[config.mk]
export PLATFORM = sky130hd
export DESIGN_NAME = me_stage
export DESIGN_NICKNAME = d
export VERILOG_FILES = /design/src/rtl/me_pkg.sv /design/src/rtl/me_wb.sv /design/src/rtl/me_stage.sv
export SDC_FILE = /design/constraint.sdc
export NUM_CORES = 1
export LEC_CHECK = 0
export ABC_AREA = 1
export CAP_MARGIN = 20
export CORE_AREA = 2 2 108 110
export DETAILED_ROUTE_END_ITERATION = 7
export DIE_AREA = 0 0 110 112
export PLACE_DENSITY = 0.72
export SYNTH_ARGS = -nofsm -noshare
export SYNTH_HDL_FRONTEND = slang
export SYNTH_HIERARCHICAL = 1
export SYNTH_SLANG_ARGS = --single-unit
[constraint.sdc]
create_clock -name clk -period 2.8 [get_ports clk]
set_input_delay 0.84 -clock clk [delete_from_list [all_inputs] [get_ports clk]]
set_output_delay 0.84 -clock clk [all_outputs]
set_load 0.01 [all_outputs]
[src/rtl/me_pkg.sv]
// Shared types and constants for the memory stage and its write-back register.
package me_pkg;

   typedef enum logic {
      StIdle   = 1'b0,
      StAccess = 1'b1
   } me_state_e;

   localparam logic [31:0] NOP_INSTR              = 32'h0000_0020;
   localparam int unsigned TIMEOUT_CYCLES_DEFAULT = 16;

endpackage

[src/rtl/me_wb.sv]
// ME/WB pipeline register; a bubble load writes a NOP with no register write.
module me_wb
   import me_pkg::*;
(
   input  logic        clk,
   input  logic        rst_n,
   input  logic        bubble,
   input  logic [31:0] result,
   input  logic [4:0]  td,
   input  logic        wreg,
   input  logic [31:0] instr,
   output logic [31:0] wb_result,
   output logic [4:0]  wb_td,
   output logic        wb_WREG,
   output logic [31:0] wb_instr
);

   always_ff @(posedge clk or negedge rst_n) begin
      if (!rst_n) begin
         wb_result <= '0;
         wb_td     <= '0;
         wb_WREG   <= 1'b0;
         wb_instr  <= NOP_INSTR;
      end else if (bubble) begin
         wb_result <= '0;
         wb_td     <= '0;
         wb_WREG   <= 1'b0;
         wb_instr  <= NOP_INSTR;
      end else begin
         wb_result <= result;
         wb_td     <= td;
         wb_WREG   <= wreg;
         wb_instr  <= instr;
      end
   end

endmodule

[src/rtl/me_stage.sv]
// Memory pipeline stage: IDLE/ACCESS handshake with data memory, stalls upstream while busy.
// Optional access timeout enabled by defining MEM_TIMEOUT_EN.
module me_stage
   import me_pkg::*;
#(
   parameter int unsigned TIMEOUT_CYCLES = TIMEOUT_CYCLES_DEFAULT
) (
   input  logic        clk,
   input  logic        rst_n,
   input  logic [31:0] me_aluresult,
   input  logic [31:0] me_d2,
   input  logic [4:0]  me_td,
   input  logic        me_WREG,
   input  logic        me_WMEM,
   input  logic        me_LW,
   input  logic [31:0] me_instr,
   output logic        me_stall,
   output logic        dm_req,
   output logic        dm_we,
   output logic [31:0] dm_addr,
   output logic [31:0] dm_wdata,
   input  logic        dm_ack,
   input  logic [31:0] dm_rdata,
   output logic [31:0] wb_result,
   output logic [4:0]  wb_td,
   output logic        wb_WREG,
   output logic [31:0] wb_instr,
   output logic        me_err
);

   me_state_e   state_q, state_d;
   logic        mem_op;
   logic        timeout;
   logic        wb_bubble;
   logic [31:0] wb_src;

   assign mem_op   = me_WMEM | me_LW;
   assign dm_addr  = me_aluresult;
   assign dm_wdata = me_d2;

`ifdef MEM_TIMEOUT_EN
   localparam int unsigned CntW = $clog2(TIMEOUT_CYCLES + 1);

   logic [CntW-1:0] cnt_q, cnt_d;
   logic            err_q;

   // Counter holds the number of ACCESS cycles already completed; zero on entry.
   assign timeout = (state_q == StAccess) && !dm_ack &&
                    (cnt_q == CntW'(TIMEOUT_CYCLES - 1));

   always_comb begin
      cnt_d = '0;
      if (state_q == StAccess) begin
         cnt_d = cnt_q + 1'b1;
      end
   end

   always_ff @(posedge clk or negedge rst_n) begin
      if (!rst_n) begin
         cnt_q <= '0;
         err_q <= 1'b0;
      end else begin
         cnt_q <= cnt_d;
         err_q <= err_q | timeout;
      end
   end

   assign me_err = err_q;
`else
   logic unused_timeout_cfg;

   assign unused_timeout_cfg = |TIMEOUT_CYCLES;
   assign timeout            = 1'b0;
   assign me_err             = 1'b0;
`endif

   always_ff @(posedge clk or negedge rst_n) begin
      if (!rst_n) begin
         state_q <= StIdle;
      end else begin
         state_q <= state_d;
      end
   end

   always_comb begin
      state_d   = state_q;
      me_stall  = 1'b0;
      wb_bubble = 1'b0;
      wb_src    = me_aluresult;
      dm_req    = 1'b0;
      dm_we     = 1'b0;
      unique case (state_q)
         StIdle: begin
            if (mem_op) begin
               me_stall  = 1'b1;
               wb_bubble = 1'b1;
               state_d   = StAccess;
            end
         end
         StAccess: begin
            dm_req = 1'b1;
            dm_we  = me_WMEM;
            if (dm_ack) begin
               state_d = StIdle;
               // A combined load/store behaves as a store.
               if (me_LW && !me_WMEM) begin
                  wb_src = dm_rdata;
               end
            end else if (timeout) begin
               state_d   = StIdle;
               wb_bubble = 1'b1;
            end else begin
               me_stall  = 1'b1;
               wb_bubble = 1'b1;
            end
         end
         default: state_d = StIdle;
      endcase
   end

   me_wb u_me_wb (
      .clk       (clk),
      .rst_n     (rst_n),
      .bubble    (wb_bubble),
      .result    (wb_src),
      .td        (me_td),
      .wreg      (me_WREG),
      .instr     (me_instr),
      .wb_result (wb_result),
      .wb_td     (wb_td),
      .wb_WREG   (wb_WREG),
      .wb_instr  (wb_instr)
   );

endmodule

==> metrics, run 1 <==
I/O pins=277; CP endpoint kind=primary output; register bit count reported by yosys=71; commonest non-fill, non-tap cell in the layout=clkdlybuf4s50_1; period utilization=0.982; n_diodes=0; clk slew on worst S/H paths=50 ps; Die Y-Extent=112 um; Mapped Cells=400; Post-CTS Setup Repair Bufs=0; grt ovf=0; data arrival time at the worst-slack endpoint=1910 ps; area of the die=12300 um2; Residual DRC=0; GRT Overall Usage=0.157; total power draw=0.00289 W; Iteration-0 DRC Markers=113; # hold bufs at CTS=0; Final Max Tran Viols=0; layout cells sized above 1=0.0524; Worst Path Required=1960 ps; relative slew slack=0.538; CP most frequent cell=clkdlybuf4s50_1; worst setup path category=in -> out; Setup TNS=0 ps; first-pass GRT wire length=14700 um; htree depth=3; initial antenna violation count=0; cts bufs inserted=9; Synth Area per Inst=8.50 um2; Leak=2.74 nW; post-cts gate resize count=2; vias in the first global route=2959; Synth Net Count=539; Crit path max-delay family=buffers and inverters; Critical R2R Launch=state_q; worst stage delay on the critical path=560 ps; CP bufs+invs=2; clock sink total=71; Worst Max-Slew Pin Slew=693 ps; Die Wd=110 um; maximum vdd drop=0.224 mV; startpoint types=primary input; status=completed; Cell Rows=39; max-cap violations=0; Critical Path, Cell by Cell=clkdlybuf4s50_1 > clkdlybuf4s50_1; vias=2841; WL final=9630 um; CORE AREA=11200 um2; clk buf depth=2; Worst Path Max Fanout=2; Distinct cells, synth=14; final setup skew=3.79 ps; Nets=687; worst-skew pair later-pin latency=320 ps; port bufs=211; Starting Density=0.304; sequential fraction of the synthesis area=0.523; RSZ-0062 raised after global routing=no; power per cell area=532 nW/um2; post-synthesis to final-layout area growth=59.6%; commonest cells after routing, fill and taps aside=208 x clkdlybuf4s50_1, 73 x inv_1, 70 x nor2_1, 70 x dfrtp_1, 67 x nand2_1; CTS tree=built; Post-Layout Inst Area=5420 um2; vias per cell=4.08; drt pass-1 iters=4; drt wl/cell=13.8 um; yosys warns=6; DP HPWL=7850 um; final setup fails=0; Final Hold Viols=0; synthesized cell area=3400 um2; CP max-delay cell=clkdlybuf4s50_1; Period minus WS final=2750 ps; Worst Hold Class=in -> async; Max Freq=364 MHz; post-place instance area=5120 um2; Layout Utilization=0.485; crit path from=me_aluresult[7]; largest net degree at the start of global routing=72; root buffer cell=clkbuf_16; Placer Congestion=0.822; Final ANT Viol Nets=0
## layout make-up
class                   count  area, um2
inverters                  74        278
flip-flops and latches     71       1780
multi-input cells         173        712
clock buffers              13        270
fillers                  1075       5750
repair buffers            219       2170
well taps                 143        179
clock inverters             3       40.0
## report_power, final
part | total, W | internal, W | switching (W)
logic | 0.000620 | 0.000356 | 0.000265
registers | 0.00113 | 0.00111 | 0.0000223
clock network | 0.00114 | 0.000758 | 0.000378
total | 0.00289 | 0.00222 | 0.000665
## cells by family after synthesis
logic type	synth area share
other	0.00110
flip-flops	0.523
buffers and inverters	0.271
AND/OR/NAND/NOR	0.204
AO/OA/AOI/OAI	0.00147
## registers in the layout, indices dropped and copies added, names as in the netlist
name	cells
state_q	1
u_me_wb/wb_WREG	1
u_me_wb/wb_instr	32
u_me_wb/wb_result	32
u_me_wb/wb_td	5
## metrics by stage
step | setup WS [ps] | hold WS (ps) | cells
floorplan | 539 | 544 | 400
global placement | -171 | 867 | 680
detailed placement | -175 | 876 | 680
CTS | 36.1 | 523 | 696
global route | 26.5 | 546 | 696
finish | 51.4 | 509 | 696
## metal layers
layer | vias up | routed length, um | part of all wire | global-route usage
li1 | 1382 | - | - | -
met1 | 1263 | 3140 | 0.33 | 0.146
met2 | 173 | 5200 | 0.54 | 0.297
met3 | 23 | 966 | 0.10 | 0.0445
met4 | 0 | 325 | 0.034 | 0.0861
met5 | - | 0 | 0 | 0
## synth_stat cells
cell,count,area [um2]
nor2_1,70,263
dfrtp_1,70,1750
a21oi_1,1,5.00
nand3_1,32,160
buf_4,65,488
conb_1,1,3.75
nand2_1,67,251
nor2_4,1,11.3
inv_1,73,274
buf_2,6,30.0
dfstp_2,1,26.3
nand2_2,1,6.26
buf_6,11,124
inv_2,1,3.75
## final timing paths
path                                         endpoint  slack [ps]  depth (start not counted)
worst min-delay path            u_me_wb/wb_result[27]         510                          1
min in group clk                  u_me_wb/wb_instr[5]        1020                          3
worst min register to register                state_q        1080                          4
worst max-delay path                       dm_addr[7]          50                          2
max in group asynchronous       u_me_wb/wb_result[13]        1680                          2
worst max register to register  u_me_wb/wb_result[27]        1150                          9
Power figures use the tool's default switching activity.
==> run 2, diff against run 1 <==
--- a/config.mk
+++ b/config.mk
@@ -7,10 +7,11 @@
 export LEC_CHECK = 0
 export ABC_AREA = 1
 export CAP_MARGIN = 20
-export CORE_AREA = 2 2 108 110
+export CORE_AREA = 2 2 107 109
+export CTS_BUF_LIST = sky130_fd_sc_hd__clkbuf_2 sky130_fd_sc_hd__clkbuf_4 sky130_fd_sc_hd__clkbuf_8
 export DETAILED_ROUTE_END_ITERATION = 7
-export DIE_AREA = 0 0 110 112
-export PLACE_DENSITY = 0.72
+export DIE_AREA = 0 0 109 111
+export PLACE_DENSITY = 0.73
 export SYNTH_ARGS = -nofsm -noshare
 export SYNTH_HDL_FRONTEND = slang
 export SYNTH_HIERARCHICAL = 1
==> run 2 against run 1 <==
Highest routed layer unchanged. Total power is 7.6% lower. Clock power is 19% lower. Sequential cell count stayed put. Combinational power hardly changed. Non-clock buffer count is 2 lower. Routed wire length is 0.88% lower. Final area is 1.8% lower. Clock skew is 3.6 ps higher. Hold slack better by 94 ps. Sequential share of layout area is 0.62 points higher.
==> metrics, run 2 (synthesis results as in run 1) <==
Worst Path Max Fanout=2 (unchanged); worst-skew pair later-pin latency=340 ps (was 320 ps); vias=2820 (was 2841); Largest regs=u_me_wb/wb_instr x32, u_me_wb/wb_result x32, u_me_wb/wb_td x5 (unchanged); Post-CTS Setup Repair Bufs=0 (unchanged); worst stage delay on the critical path=550 ps (was 560 ps); CTS tree=built (unchanged); sequential group share of total power=0.422 (was 0.391); layout cells sized above 1=0.0508 (was 0.0524); data arrival time at the worst-slack endpoint=1910 ps (about the same); # hold bufs at CTS=0 (unchanged); initial antenna violation count=0 (unchanged); WL final=9540 um (was 9630 um); Worst Path Required=1960 ps (about the same); n_diodes=0 (unchanged); first-pass GRT wire length=14500 um (was 14700 um); Worst Max-Slew Pin Slew=855 ps (was 693 ps); Max Freq=364 MHz (about the same); CP endpoint kind=primary output (unchanged); drt wl/cell=13.7 um (was 13.8 um); commonest cells after routing, fill and taps aside=207 x clkdlybuf4s50_1, 73 x inv_1, 70 x nor2_1, 70 x dfrtp_1, 67 x nand2_1 (was 208 x clkdlybuf4s50_1, 73 x inv_1, 70 x nor2_1, 70 x dfrtp_1, 67 x nand2_1); final setup skew=7.42 ps (was 3.79 ps); Die Wd=109 um (was 110 um); sw power=0.000696 W (was 0.000665 W); post-cts gate resize count=3 (was 2); Placer Congestion=0.787 (was 0.822); DP HPWL=7600 um (was 7850 um); Setup Slack @ Placement=-224 ps (was -175 ps); vias in the first global route=2778 (was 2959); root buffer cell=clkbuf_8 (was clkbuf_16); Leak=2.69 nW (was 2.74 nW); worst setup path category=in -> out (unchanged); Worst Hold Class=in -> async (unchanged); clock sink total=71 (unchanged); Final Hold Viols=0 (unchanged); CORE AREA=11100 um2 (was 11200 um2); I/O pins=277 (unchanged); GRT Overall Usage=0.157 (about the same); clock network power share=0.345 (was 0.394); worst setup margin=50.6 ps (was 51.4 ps); clk buf depth=2 (unchanged); port bufs=211 (unchanged); Internal Power=0.00197 W (was 0.00222 W); Critical Path, Cell by Cell=clkdlybuf4s50_1 > clkdlybuf4s50_1 (unchanged); CP bufs+invs=2 (unchanged); fill cell count=1049 (was 1075); commonest non-fill, non-tap cell in the layout=clkdlybuf4s50_1 (unchanged); power per cell area=501 nW/um2 (was 532 nW/um2); vias per cell=4.06 (was 4.08); largest net degree at the start of global routing=72 (unchanged); relative slew slack=0.430 (was 0.538); worst hold slack=603 ps (was 509 ps); clk slew on worst S/H paths=90 ps (was 50 ps); area of the die=12100 um2 (was 12300 um2); Cell Rows=39 (unchanged); cts bufs inserted=9 (unchanged); RSZ-0062 raised after global routing=no (unchanged); CP most frequent cell=clkdlybuf4s50_1 (unchanged); sw frac=0.261 (was 0.231); Period minus WS final=2750 ps (about the same); Final Max Tran Viols=0 (unchanged); Crit path max-delay family=buffers and inverters (unchanged); Iteration-0 DRC Markers=134 (was 113); period utilization=0.982 (about the same); drt pass-1 iters=4 (unchanged); total power draw=0.00267 W (was 0.00289 W); Layout Utilization=0.481 (was 0.485); maximum vdd drop=0.195 mV (was 0.224 mV); grt ovf=0 (unchanged); htree depth=3 (unchanged); Nets=685 (was 687); startpoint types=primary input (unchanged); post-synthesis to final-layout area growth=56.7% (was 59.6%); Starting Density=0.307 (was 0.304); Die Y-Extent=111 um (was 112 um); CP max-delay cell=clkdlybuf4s50_1 (unchanged); Final ANT Viol Nets=0 (unchanged); status=completed (unchanged); final setup fails=0 (unchanged); max-cap violations=0 (unchanged); power share of the combinational group=0.233 (was 0.215); Residual DRC=0 (unchanged)
==> run 2: through the flow <==
stage,TNS [ps],cell area [um2],instances
detailed placement,-348,5100,678
global route,0,5320,694
global placement,-320,5100,678
floorplan,0,3400,400
finish,0,5320,694
CTS,0,5320,694
==> run 2: final timing paths <==
kind / start / depth (start not counted) / slack, ps / end
worst min register to register: state_q / 4 / 1030 / state_q
worst max register to register: state_q / 9 / 1230 / u_me_wb/wb_result[0]
worst max-delay path: me_aluresult[24] / 2 / 50 / dm_addr[24]
max in group asynchronous: rst_n / 1 / 1630 / u_me_wb/wb_result[15]
worst min-delay path: rst_n / 1 / 600 / u_me_wb/wb_instr[20]
min in group clk: me_instr[5] / 3 / 990 / u_me_wb/wb_instr[5]
==> run 2: routing by layer <==
| layer | global-route usage | wire, um | vias up |
|---|---|---|---|
| met3 | 0.0453 | 892 | 23 |
| met1 | 0.160 | 3280 | 1266 |
| met5 | 0 | 0 | - |
| met2 | 0.293 | 5120 | 158 |
| li1 | - | - | 1373 |
| met4 | 0.0615 | 241 | 0 |
==> run 2: layout make-up <==
cell class / count / area [um2] / share of cell area
Timing Repair Buffer: 217 / 2150 / 0.404
Sequential cell: 71 / 1780 / 0.334
Multi-Input combinational cell: 173 / 712 / 0.134
Inverter: 74 / 278 / 0.0522
Tap cell: 143 / 179 / 0.0336
Clock buffer: 9 / 124 / 0.0233
Clock inverter: 7 / 103 / 0.0193
==> run 2: power by group through the flow <==
stage / logic, W / registers [W] / clock network (W)
5_1_grt: 0.000676 / 0.00113 / 0.00101
3_5_place_dp: 0.000630 / 0.00115 / 0
2_1_floorplan: 0.000260 / 0.00119 / 0
6_report: 0.000621 / 0.00112 / 0.000921
4_1_cts: 0.000631 / 0.00112 / 0.000954
3_3_place_gp: 0.000621 / 0.00114 / 0
==> run 3, diff against run 2 <==
--- a/config.mk
+++ b/config.mk
@@ -7,11 +7,11 @@
 export LEC_CHECK = 0
 export ABC_AREA = 1
 export CAP_MARGIN = 20
-export CORE_AREA = 2 2 107 109
+export CORE_AREA = 2 2 106 108
 export CTS_BUF_LIST = sky130_fd_sc_hd__clkbuf_2 sky130_fd_sc_hd__clkbuf_4 sky130_fd_sc_hd__clkbuf_8
 export DETAILED_ROUTE_END_ITERATION = 7
-export DIE_AREA = 0 0 109 111
-export PLACE_DENSITY = 0.73
+export DIE_AREA = 0 0 108 110
+export PLACE_DENSITY = 0.75
 export SYNTH_ARGS = -nofsm -noshare
 export SYNTH_HDL_FRONTEND = slang
 export SYNTH_HIERARCHICAL = 1
==> constraint.sdc (replaced) <==
create_clock -name clk -period 2.85 [get_ports clk]
set_input_delay 0.855 -clock clk [delete_from_list [all_inputs] [get_ports clk]]
set_output_delay 0.855 -clock clk [all_outputs]
set_load 0.01 [all_outputs]
==> run 3 against run 2 <==
Die area down 1.8%. Non-clock buffer count increased by 3. Hold slack lost 130 ps. Combinational power decreased by 1%. Sequential share of layout area barely moved. Critical path type unchanged. Critical path depth unchanged. Clock-buffer cell count is 3 higher. Utilization up 1.8 points. Critical endpoint is now dm_addr[1].
==> metrics, run 3 (synthesis results as in run 1) <==
Cell Rows=38 (was 39); clk slew on worst S/H paths=70 ps (was 90 ps); Worst Path Required=2000 ps (was 1960 ps); vias per cell=4.08 (was 4.06); root buffer cell=clkbuf_8 (unchanged); CP endpoint kind=primary output (unchanged); vias in the first global route=2797 (was 2778); cts bufs inserted=9 (unchanged); commonest non-fill, non-tap cell in the layout=clkdlybuf4s50_1 (unchanged); Layout Utilization=0.498 (was 0.481); clock sink total=71 (unchanged); final setup skew=11.2 ps (was 7.42 ps); Leak=2.69 nW (about the same); maximum vdd drop=0.228 mV (was 0.195 mV); Setup TNS=0 ps (unchanged); CP most frequent cell=clkdlybuf4s50_1 (unchanged); Iteration-0 DRC Markers=146 (was 134); largest net degree at the start of global routing=72 (unchanged); commonest cells after routing, fill and taps aside=208 x clkdlybuf4s50_1, 73 x inv_1, 70 x nor2_1, 70 x dfrtp_1, 67 x nand2_1 (was 207 x clkdlybuf4s50_1, 73 x inv_1, 70 x nor2_1, 70 x dfrtp_1, 67 x nand2_1); vias=2832 (was 2820); Die Wd=108 um (was 109 um); Placer Congestion=0.793 (was 0.787); final setup fails=0 (unchanged); Starting Density=0.318 (was 0.307); startpoint types=primary input (unchanged); relative slew slack=0.536 (was 0.430); power per cell area=479 nW/um2 (was 501 nW/um2); n_diodes=0 (unchanged); worst setup margin=53.3 ps (was 50.6 ps); WL final=10100 um (was 9540 um); DP HPWL=8020 um (was 7600 um); RSZ-0062 raised after global routing=no (unchanged); Nets=688 (was 685); worst stage delay on the critical path=560 ps (was 550 ps); worst setup path category=in -> out (unchanged); Final Hold Viols=0 (unchanged); Final ANT Viol Nets=0 (unchanged); Worst Hold Class=in -> async (unchanged); CP bufs+invs=2 (unchanged); Cells after DPL=678 (unchanged); Max Freq=358 MHz; drt wl/cell=14.6 um (was 13.7 um); clk buf depth=2 (unchanged); port bufs=211 (unchanged); CP max-delay cell=clkdlybuf4s50_1 (unchanged); Worst Max-Slew Pin Slew=697 ps (was 855 ps); Worst Path Max Fanout=2 (unchanged); Period minus WS final=2800 ps; Setup Slack @ Placement=-147 ps (was -224 ps); first-pass GRT wire length=14700 um (was 14500 um); CORE AREA=10700 um2 (was 11100 um2); post-place instance area=5120 um2 (was 5100 um2); grt ovf=0 (unchanged); worst-skew pair later-pin latency=340 ps (about the same); status=completed (unchanged); drt pass-1 iters=4 (unchanged); htree depth=3 (unchanged); GRT Overall Usage=0.167 (was 0.157); fill cell count=1001 (was 1049); Largest regs=u_me_wb/wb_instr x32, u_me_wb/wb_result x32, u_me_wb/wb_td x5 (unchanged); Critical Path, Cell by Cell=clkdlybuf4s50_1 > clkdlybuf4s50_1 (unchanged); Layout Cells excl Fill=694 (unchanged); Residual DRC=0 (unchanged); layout cells sized above 1=0.0560 (was 0.0508); Final Max Tran Viols=0 (unchanged); Post-Layout Inst Area=5330 um2 (was 5320 um2); Post-CTS Setup Repair Bufs=0 (unchanged); area of the die=11900 um2 (was 12100 um2); period utilization=0.981; Die Y-Extent=110 um (was 111 um); I/O pins=277 (unchanged); CTS tree=built (unchanged); # hold bufs at CTS=0 (unchanged); area taken by multi-input logic gates=712 um2 (unchanged); max-cap violations=0 (unchanged); post-synthesis to final-layout area growth=56.8% (was 56.7%); Register Area=1780 um2 (unchanged); data arrival time at the worst-slack endpoint=1940 ps (was 1910 ps); Crit path max-delay family=buffers and inverters (unchanged); initial antenna violation count=0 (unchanged)
run 3: layout make-up:
cell class | instances | area share
multi-input cells | 173 | 0.134
clock inverters | 4 | 0.0101
clock buffers | 12 | 0.0298
well taps | 140 | 0.0329
repair buffers | 220 | 0.408
inverters | 74 | 0.0521
flip-flops and latches | 71 | 0.334
run 3: final timing paths:
path	from	endpoint	slack, ps	cells after the start
setup / recovery	me_aluresult[1]	dm_addr[1]	50	2
hold / removal	rst_n	u_me_wb/wb_instr[0]	470	1
setup reg to reg	state_q	u_me_wb/wb_result[16]	1220	9
hold reg to reg	state_q	state_q	1090	4
max in group asynchronous	rst_n	u_me_wb/wb_instr[5]	1720	2
min in group clk	me_instr[5]	u_me_wb/wb_instr[5]	1000	3
run 3: routing by layer:
| layer | share of wire | global-route usage | up-vias |
|---|---|---|---|
| met1 | 0.32 | 0.157 | 1250 |
| met5 | 0 | 0.00893 | - |
| li1 | - | - | 1384 |
| met4 | 0.029 | 0.0897 | 0 |
| met2 | 0.54 | 0.313 | 177 |
| met3 | 0.11 | 0.0629 | 21 |
run 3: what timing repair did:
item / 4_1_cts / 5_1_grt
endpoints found under the setup margin: 2 / 0
hold endpoints to repair: 0 / 0
gates resized for setup: 2 / 0
run 3: power breakdown:
part / internal [W] / total [W] / switching (W)
Sequential: 0.00108 / 0.00111 / 0.0000211
Combinational: 0.000350 / 0.000612 / 0.000262
Clock: 0.000463 / 0.000836 / 0.000372
Total: 0.00190 / 0.00255 / 0.000655
run 3: per-stage QoR:
| stage | power, W | hold WS, ps |
|---|---|---|
| after floorplan | 0.00142 | 559 |
| after global placement | 0.00174 | 846 |
| after detailed placement | 0.00175 | 852 |
| after CTS | 0.00259 | 470 |
| after global routing | 0.00269 | 491 |
| final | 0.00255 | 474 |
